**config.mk**
```make
export PLATFORM = sky130hd
export DESIGN_NAME = weight_fetch_ctrl
export DESIGN_NICKNAME = d
export VERILOG_FILES = /design/src/rtl/weight_fetch_ctrl_pkg.sv /design/src/rtl/weight_skid_fifo.sv /design/src/rtl/weight_fetch_ctrl.sv
export SDC_FILE = /design/constraint.sdc
export NUM_CORES = 1
export LEC_CHECK = 0
export BUFFER_PORTS_ARGS = -buffer_cell sky130_fd_sc_hd__buf_2
export CORE_AREA = 4 4 146 148
export CTS_CLUSTER_DIAMETER = 50
export CTS_CLUSTER_SIZE = 12
export DETAILED_ROUTE_END_ITERATION = 10
export DIE_AREA = 0 0 150 152
export GPL_ROUTABILITY_DRIVEN = 0
export PLACE_DENSITY_LB_ADDON = 0.3
export REMOVE_ABC_BUFFERS = 1
export SLEW_MARGIN = 5
export SYNTH_ARGS = -nofsm -noshare
export SYNTH_HDL_FRONTEND = slang
export SYNTH_SLANG_ARGS = --single-unit
```
**constraint.sdc**
```tcl
create_clock -name clk -period 4.06 [get_ports clk]
set_input_delay 0.812 -clock clk [delete_from_list [all_inputs] [get_ports clk]]
set_output_delay 0.812 -clock clk [all_outputs]
set_load 0.02 [all_outputs]
```
**src/rtl/weight_fetch_ctrl_pkg.sv**
```systemverilog
// Shared types for the weight ROM sequencer: FSM encoding and the layout of
// one output-buffer entry {data, pass_end, last}.
package weight_fetch_ctrl_pkg;

   typedef enum logic [1:0] {
      StIdle  = 2'd0,
      StFetch = 2'd1,
      StDrain = 2'd2,
      StDone  = 2'd3
   } state_e;

   localparam int unsigned PassEndW = 1;
   localparam int unsigned LastW    = 1;

   function automatic int unsigned entry_width(input int unsigned data_width);
      return data_width + PassEndW + LastW;
   endfunction

endpackage

```
**src/rtl/weight_skid_fifo.sv**
```systemverilog
// Two-entry synchronous FIFO. The producer must never push while full;
// simultaneous push and pop are allowed at any fill level.
module weight_skid_fifo
   import weight_fetch_ctrl_pkg::*;
#(
   parameter int unsigned WIDTH = entry_width(32)
) (
   input  logic             clk,
   input  logic             rst,
   input  logic             push,
   input  logic [WIDTH-1:0] din,
   input  logic             pop,
   output logic [WIDTH-1:0] dout,
   output logic [1:0]       count
);

   logic [WIDTH-1:0] mem_q [2];
   logic             wr_ptr_q;
   logic             rd_ptr_q;
   logic [1:0]       count_q;

   always_ff @(posedge clk) begin
      if (rst) begin
         mem_q[0] <= '0;
         mem_q[1] <= '0;
         wr_ptr_q <= 1'b0;
         rd_ptr_q <= 1'b0;
         count_q  <= 2'd0;
      end else begin
         if (push) begin
            mem_q[wr_ptr_q] <= din;
            wr_ptr_q        <= ~wr_ptr_q;
         end
         if (pop) begin
            rd_ptr_q <= ~rd_ptr_q;
         end
         count_q <= count_q + {1'b0, push} - {1'b0, pop};
      end
   end

   assign dout  = mem_q[rd_ptr_q];
   assign count = count_q;

endmodule

```
**src/rtl/weight_fetch_ctrl.sv**
```systemverilog
// Walks a window of a 1-cycle-latency weight ROM for N passes and streams the
// words out over valid/ready, issuing reads only when the 2-entry buffer has room.
module weight_fetch_ctrl
   import weight_fetch_ctrl_pkg::*;
#(
   parameter int unsigned ADDR_WIDTH = 8,
   parameter int unsigned DATA_WIDTH = 32,
   parameter int unsigned PASS_WIDTH = 8
) (
   input  logic                  clk,
   input  logic                  rst,
   input  logic                  start,
   input  logic [ADDR_WIDTH-1:0] base_addr,
   input  logic [ADDR_WIDTH:0]   num_words,
   input  logic [PASS_WIDTH-1:0] num_passes,
   output logic                  busy,
   output logic                  done,
   output logic                  rom_en,
   output logic [ADDR_WIDTH-1:0] rom_addr,
   input  logic [DATA_WIDTH-1:0] rom_data,
   output logic                  w_valid,
   output logic [DATA_WIDTH-1:0] w_data,
   output logic                  w_pass_end,
   output logic                  w_last,
   input  logic                  w_ready
);

   localparam int unsigned EntryW = entry_width(DATA_WIDTH);
   localparam logic [ADDR_WIDTH:0]   WordOne = (ADDR_WIDTH + 1)'(1);
   localparam logic [PASS_WIDTH-1:0] PassOne = PASS_WIDTH'(1);
   localparam logic [2:0]            MaxOcc  = 3'd2;

   state_e                state_q, state_d;
   logic [ADDR_WIDTH-1:0] base_q;
   logic [ADDR_WIDTH:0]   words_q, idx_q;
   logic [PASS_WIDTH-1:0] passes_q, pass_q;
   logic                  inflight_q, pend_pass_end_q, pend_last_q;

   logic                  issue, pop, word_last, pass_last;
   logic [1:0]            fifo_count;
   logic [2:0]            occ;
   logic [EntryW-1:0]     fifo_dout;

   assign pop       = w_valid && w_ready;
   assign word_last = (idx_q == words_q - WordOne);
   assign pass_last = (pass_q == passes_q - PassOne);
   // Occupancy the buffer will have next cycle if nothing new is issued now.
   assign occ       = {1'b0, fifo_count} + {2'b00, inflight_q} - {2'b00, pop};
   assign issue     = (state_q == StFetch) && (occ < MaxOcc);

   always_ff @(posedge clk) begin
      if (rst) begin
         state_q <= StIdle;
      end else begin
         state_q <= state_d;
      end
   end

   always_comb begin
      state_d = state_q;
      unique case (state_q)
         StIdle: begin
            if (start) begin
               state_d = (num_words == '0) ? StDone : StFetch;
            end
         end
         StFetch: begin
            if (issue && word_last && pass_last) begin
               state_d = StDrain;
            end
         end
         StDrain: begin
            if (pop && w_last) begin
               state_d = StDone;
            end
         end
         StDone:  state_d = StIdle;
         default: state_d = StIdle;
      endcase
   end

   always_comb begin
      busy     = (state_q == StFetch) || (state_q == StDrain);
      done     = (state_q == StDone);
      rom_en   = issue;
      rom_addr = issue ? (base_q + idx_q[ADDR_WIDTH-1:0]) : '0;
   end

   always_ff @(posedge clk) begin
      if (rst) begin
         base_q          <= '0;
         words_q         <= '0;
         passes_q        <= '0;
         idx_q           <= '0;
         pass_q          <= '0;
         inflight_q      <= 1'b0;
         pend_pass_end_q <= 1'b0;
         pend_last_q     <= 1'b0;
      end else begin
         if (state_q == StIdle && start) begin
            base_q   <= base_addr;
            words_q  <= num_words;
            passes_q <= (num_passes == '0) ? PassOne : num_passes;
            idx_q    <= '0;
            pass_q   <= '0;
         end else if (issue) begin
            if (word_last) begin
               idx_q  <= '0;
               pass_q <= pass_q + PassOne;
            end else begin
               idx_q <= idx_q + WordOne;
            end
         end
         // Flags travel alongside the read so they land with its data.
         inflight_q      <= issue;
         pend_pass_end_q <= issue && word_last;
         pend_last_q     <= issue && word_last && pass_last;
      end
   end

   weight_skid_fifo #(
      .WIDTH (EntryW)
   ) u_fifo (
      .clk   (clk),
      .rst   (rst),
      .push  (inflight_q),
      .din   ({rom_data, pend_pass_end_q, pend_last_q}),
      .pop   (pop),
      .dout  (fifo_dout),
      .count (fifo_count)
   );

   assign w_valid                        = (fifo_count != 2'd0);
   assign {w_data, w_pass_end, w_last}   = fifo_dout;

endmodule

```
* Word level (Yosys, flattened, before mapping) *
Memory sizes are Yosys's and may differ from the RTL's. A register that Yosys moved wholly into a read port is not among the register bits.
Index checks and enable logic that the tools add are counted.

word-level totals
  register bits = 51
  input port bits = 61
  output and inout bits = 46
  RAM bits = 68
  logic and storage cells = 66
  memories = 1

memories
  memory        words  width  read ports  clocked after memory_dff  wr ports  line                    RTL
  u_fifo.mem_q  2      34     1           1                         2         weight_skid_fifo.sv:17  logic [WIDTH-1:0] mem_q [2];

operators by class
  bitwise gates (word level) = 2
  add/subtract/negate cells = 9
  mux-type cells = 18
  equality and inequality tests = 8
  reductions and logical operators = 15
  order comparisons = 1

operator list
  cell                                                                   number
  34-bit 2-to-1 mux                                                      1
  34-bit OR reduction                                                    1
  8-bit 2-to-1 mux                                                       2
  9-bit by 1-bit adder with 9-bit output (second input constant)         1
  9-bit equality test                                                    1
  9-bit logical NOT                                                      1
  1-bit 2-to-1 mux                                                       9
  9-bit 2-to-1 mux                                                       1
  9-bit by 1-bit subtractor with 9-bit output (second input constant)    1
  8-bit by 1-bit adder with 8-bit output (second input constant)         1
  8-bit adder                                                            1
  8-bit equality test                                                    1
  8-bit logical NOT                                                      1
  2-bit 2-to-1 mux                                                       4
  2-bit case mux with 4 select lines                                     1
  8-bit by 1-bit subtractor with 8-bit output (second input constant)    1
  1-bit logical AND                                                      6
  2-bit != test (second input constant)                                  3
  2-bit equality test (second input constant)                            2
  2-bit by 1-bit adder with 3-bit output                                 1
  3-bit by 2-bit < comparator with 1-bit output (second input constant)  1
  3-bit AND reduction                                                    1
  3-bit by 1-bit subtractor with 3-bit output                            1
  2-bit by 1-bit adder with 2-bit output                                 1
  8 further kinds                                                        9

* Depth between registers and ports, before layout *
  depth after elaboration = 9
  mapped depth = 16
  gate-level depth less buffers = 16

* Hierarchy *
A second synthesis with hierarchy kept.

second synthesis, totals
  cells, all modules = 591
  area, all modules = 6222.2 µm²

modules (own cells, without submodules)
  module             area an instance (µm²)  instances  cells an instance
  weight_skid_fifo   3364.5                  1          240
  weight_fetch_ctrl  2857.7                  1          351

* Least setup slack after synthesis *
No wires, ideal clock.

  path kind = input to register
  from = in w_ready
  to = reg state_q[1]
  cell stages on the path = 15
  arrival time = 3.603 ns
  slack = 0.334 ns
  path through = nand2_1 -> inv_1 -> ha_1 -> inv_1 -> ha_1 -> inv_1 -> fa_1 -> xnor2_1 -> nand3_2 -> inv_2 -> nand4_1 -> a2111oi_4 -> nand2_1 -> a21oi_2 -> mux2_1

on the way
  word-level cells in the longest chain between the ends = 8

ends and longest elaborated chain
  item                                           line                     RTL
  start, declared                                weight_fetch_ctrl.sv:25  input logic w_ready
  1-bit logical AND                              weight_fetch_ctrl.sv:44  assign pop = w_valid && w_ready;
  named net pop                                  weight_fetch_ctrl.sv:39  logic issue, pop, word_last, pass_last;
  3-bit by 1-bit subtractor with 3-bit output    weight_fetch_ctrl.sv:48  assign occ = {1'b0, fifo_count} + {2'b00, inflight_q} - {2'b00, pop};
  3-bit by 2-bit < comparator with 1-bit output  weight_fetch_ctrl.sv:49  assign issue = (state_q == StFetch) && (occ < MaxOcc);
  1-bit logical AND                              weight_fetch_ctrl.sv:49
  named net rom_en                               weight_fetch_ctrl.sv:18  output logic rom_en,
  1-bit logical AND (2 in a row)                 weight_fetch_ctrl.sv:68  if (issue && word_last && pass_last) begin
  2-bit != test (no source line)                 -
  3-bit AND reduction (no source line)           -
  end signal, assigned                           weight_fetch_ctrl.sv:53  state_q <= StIdle;
  end signal, assigned                           weight_fetch_ctrl.sv:55  state_q <= state_d;
  end, declared                                  weight_fetch_ctrl.sv:33  state_e state_q, state_d;

The timed path passes the listed nets, and every way through them passes these cells.
A chain may end at the register's enable or synchronous reset.

* Worst setup path after layout *
  from = reg u_fifo.count_q[1] (netlist: u_fifo.count[1])
  to = out rom_addr[1]

on the way
  word-level cells in the longest chain between the ends = 6

ends and longest elaborated chain
  item                                           line                      RTL
  start, declared                                weight_skid_fifo.sv:20    logic [1:0] count_q;
  start signal, assigned                         weight_skid_fifo.sv:37    count_q <= count_q + {1'b0, push} - {1'b0, pop};
  2-bit nonzero test                             weight_fetch_ctrl.sv:133  assign w_valid = (fifo_count != 2'd0);
  1-bit logical AND                              weight_fetch_ctrl.sv:44
  named net pop                                  weight_fetch_ctrl.sv:39
  3-bit by 1-bit subtractor with 3-bit output    weight_fetch_ctrl.sv:48
  3-bit by 2-bit < comparator with 1-bit output  weight_fetch_ctrl.sv:49
  1-bit logical AND                              weight_fetch_ctrl.sv:49
  8-bit 2-to-1 mux                               weight_fetch_ctrl.sv:86   rom_addr = issue ? (base_q + idx_q[ADDR_WIDTH-1:0]) : '0;
  end, declared                                  weight_fetch_ctrl.sv:19   output logic [ADDR_WIDTH-1:0] rom_addr,

The timed path passes the listed nets, and every way through them passes these cells.

==> impl_metrics.csv <==
group,metric,value,unit
status,outcome,"complete, no violations",
setup_path,r2r-start,"u_fifo.count[1]",
layout,area_delta_synth_final,24.4,%
synth,yosysWarnings,0,
detailed_routing,drtAntennaViolNets,0,
synth,synth_edf_count,68,
cts,cts-resized-gates,0,
detailed_routing,drt_iter0_markers,192,
grt,overflow,0,
setup_path,critPathArrivalTime,2.86,ns
power_and_ir_drop,p_leak,3.05,nW
grt,grt_pass1_vias,4225,
timing,period_minus_slack,3.68,ns
grt,grt_first_pass_wirelength,22.0,mm
detailed_routing,routed_via_density,4.43,
detailed_routing,dr_wl_met2,6.20,mm
grt,antenna_found_initial,0,
detailed_routing,met3WireLength,769,microns
floorplan,die_h,152,microns
setup_path,r2r-end,"pass_q[6]",
timing,maxSlewHeadroom,57.7,%
timing,period_share,90.6,%
cts,cts-buffers-inserted,17,
cts,cts-root-buf,"clkbuf_16",
grt,grt_usage,12.2,%
floorplan,start_util,29.5,%
detailed_routing,routed-via-count,4203,
setup_path,worstSetupStartpointType,"flop",
detailed_routing,top_layer,"met4",
setup_path,path_max_fanout,9,
setup_path,critPathCaptureType,"output pin",
timing,worstMarginPinSlew,0.628,ns
hold_path,min_path_type,"reg -> reg",
layout,final_layout_size_suffix_gt1_share,28.0,%
flow_run,max_cap_viol_count,0,
timing,rsz0062_at_grt,"false",
timing,setup_viol,0,
grt,grt_start_max_net_pins,36,
setup_path,regToRegSetupSlack,0.53,ns
synth,avgSynthCellArea,10.7,sq um
synth,synthCells,553,
detailed_routing,post_drt_wl_per_cell,14.2,microns
synth,netlist_area,5900,sq um
cts,cts_htree_levels,4,
cts,post-cts-setup-buffers,0,
placement,dp_hpwl,9.23,mm
detailed_routing,wl_met1,6.36,mm
cts,cts_sinks,120,
hold_path,holdPathEnd,"base_q[3]",
floorplan,core-area,20000,sq um
synth,yosysUniqueCellTypes,48,
timing,finalHoldViolCount,0,
timing,finalSetupTns,0,ns
synth,ys_seq_area_share,52.2,%
setup_path,worstPathRequired,3.25,ns
power_and_ir_drop,ir_worst_vdd,0.295,mV
setup_path,reg2reg_depth,16,
layout,final_nets,746,
cts,clkTransAtPathRegs,0.06,ns
floorplan,dieArea,22800,sq um
synth,ys_ff_latch,120,
detailed_routing,drc_errors,0,
hold_path,whs_path_depth,2,
timing,max_freq,272,MHz
placement,post-place-ws,0.252,ns
detailed_routing,dr.pass1.iters,6,
power_and_ir_drop,powerDensity,574,nW/um^2
detailed_routing,routed_wl,13.5,mm
floorplan,num_io_pins,107,
placement,portBuffers,106,
cts,cts_tree,"yes",
timing,skew,0.00711,ns
cts,clock_path_buffers,2,
layout,diodes,0,
timing,layout_setup_ws,0.383,ns
cts,clk_latency,0.41,ns
floorplan,fp.dieW,150,microns
setup_path,path_class,"reg -> out",
floorplan,rows,52,
hold_path,hold_start,"base_q[3]",
timing,maxSlewViolCount,0,
synth,synth_flop_cell,"edfxtp_1",
cts,hold_buffers,0,
synth,synthArstFlopShare,0,%
[routing by layer]
layer / track usage, % / vias up
li1: - / 2142
met1: 16.2 / 1942
met2: 19.6 / 105
met3: 3.25 / 14
met4: 3.36 / 0
met5: 0 / -
[cells in the mapped netlist (3+ instances only)]
cell type / number / area, sq um
inv_1: 14 / 52.6
clkbuf_1: 23 / 86.3
nor2b_1: 5 / 31.3
o21ai_0: 3 / 15.0
or2_2: 3 / 18.8
dfxtp_1: 52 / 1040
nand4_1: 13 / 81.3
xor2_1: 22 / 193
and2_1: 72 / 450
xnor2_1: 18 / 158
nand2_1: 70 / 263
nor4_1: 3 / 18.8
o21bai_1: 4 / 30.0
nor3b_1: 3 / 22.5
nor3_1: 7 / 35.0
or4_1: 4 / 30.0
a21oi_1: 34 / 170
o211ai_1: 4 / 30.0
ha_1: 18 / 225
nor2_1: 34 / 128
nand3_1: 6 / 30.0
mux2_2: 34 / 383
nand2b_1: 5 / 31.3
a21o_1: 4 / 30.0
edfxtp_1: 68 / 2040
[metrics by stage]
stage               area [sq um]  hold WS (ns)  total power [mW]  utilization (%)  instances
finish                      7340         0.463              4.21             36.7        948
global route                7340         0.494              4.47             36.7        948
global placement            6770         0.454              2.81             33.8        916
CTS                         7340         0.466              4.29             36.7        948
detailed placement          6770         0.458              2.81             33.8        916
floorplan                   5810         0.435              2.39                -        529
[critical path, stage by stage (launching register included)]
cell and delay, ns:
dfxtp_1 0.34, or2_2 0.29, nand2_1 0.10, inv_1 0.06, ha_1 0.28, inv_1 0.05, ha_1 0.12, inv_1 0.05
fa_1 0.37, xnor2_1 0.18, nand3_2 0.11, inv_2 0.06, buf_4 0.16, and2_1 0.13, buf_2 0.15
[cell families (layout without fill, tap and decap cells)]
group | Yosys count | count (layout) | share of synthesized area [%]
compound gates | 62 | 62 | 7.17
xor+xnor | 40 | 40 | 5.94
fa+ha+maj | 20 | 20 | 4.49
buf+inv | 39 | 164 | 2.48
flops | 120 | 120 | 52.2
mux | 37 | 37 | 7.02
simple gates | 235 | 235 | 20.7
[layout make-up]
cell class | instances | area (sq um)
sequential | 120 | 3080
fill | 2081 | 12700
clock buffer | 25 | 508
clock inverter | 7 | 63.8
inverter | 15 | 56.3
timing repair buffer | 117 | 613
multi-input combinational | 394 | 2680
tap | 270 | 338
[registers in the layout (all words and copies together) (netlist names), named ones only]
name and cells:
inflight_q 1, u_fifo.rd_ptr_q 1, pend_last_q 1, u_fifo.mem_q 68, u_fifo.count 2, base_q 8
words_q 9, state_q 2, passes_q 8, pend_pass_end_q 1, pass_q 8, idx_q 9
u_fifo.wr_ptr_q 1
[placed cells by master, fill, tap and decap left out, types with 6 or more instances in the layout]
cell type | netlist | routed
a21oi_1 | 34 | 34
and2_1 | 72 | 72
buf_2 | 0 | 106
buf_4 | 0 | 11
clkbuf_16 | 0 | 19
dfxtp_1 | 52 | 52
edfxtp_1 | 68 | 68
ha_1 | 18 | 18
inv_1 | 14 | 14
mux2_2 | 34 | 34
nand2_1 | 70 | 70
nand3_1 | 6 | 6
nand4_1 | 13 | 13
nor2_1 | 34 | 34
nor3_1 | 7 | 7
xnor2_1 | 18 | 18
xor2_1 | 22 | 22
[power by group]
part | switching, mW | internal (mW)
clock | 0.525 | 0.927
sequential | 0.104 | 1.46
combinational | 0.708 | 0.489
[worst max-delay path by stage]
stage | slack [ns] | startpoint | endpoint | depth (start not counted)
floorplan | 0.33 | w_ready | state_q[1] | 15
global placement | 0.30 | w_ready | pass_q[6] | 16
detailed placement | 0.25 | w_ready | pass_q[6] | 16
CTS | 0.33 | u_fifo.count[1] | rom_addr[1] | 14
global route | 0.13 | u_fifo.count[1] | rom_addr[1] | 14
finish | 0.38 | u_fifo.count[1] | rom_addr[1] | 14
No activity file was read; power rests on OpenSTA's default activity.
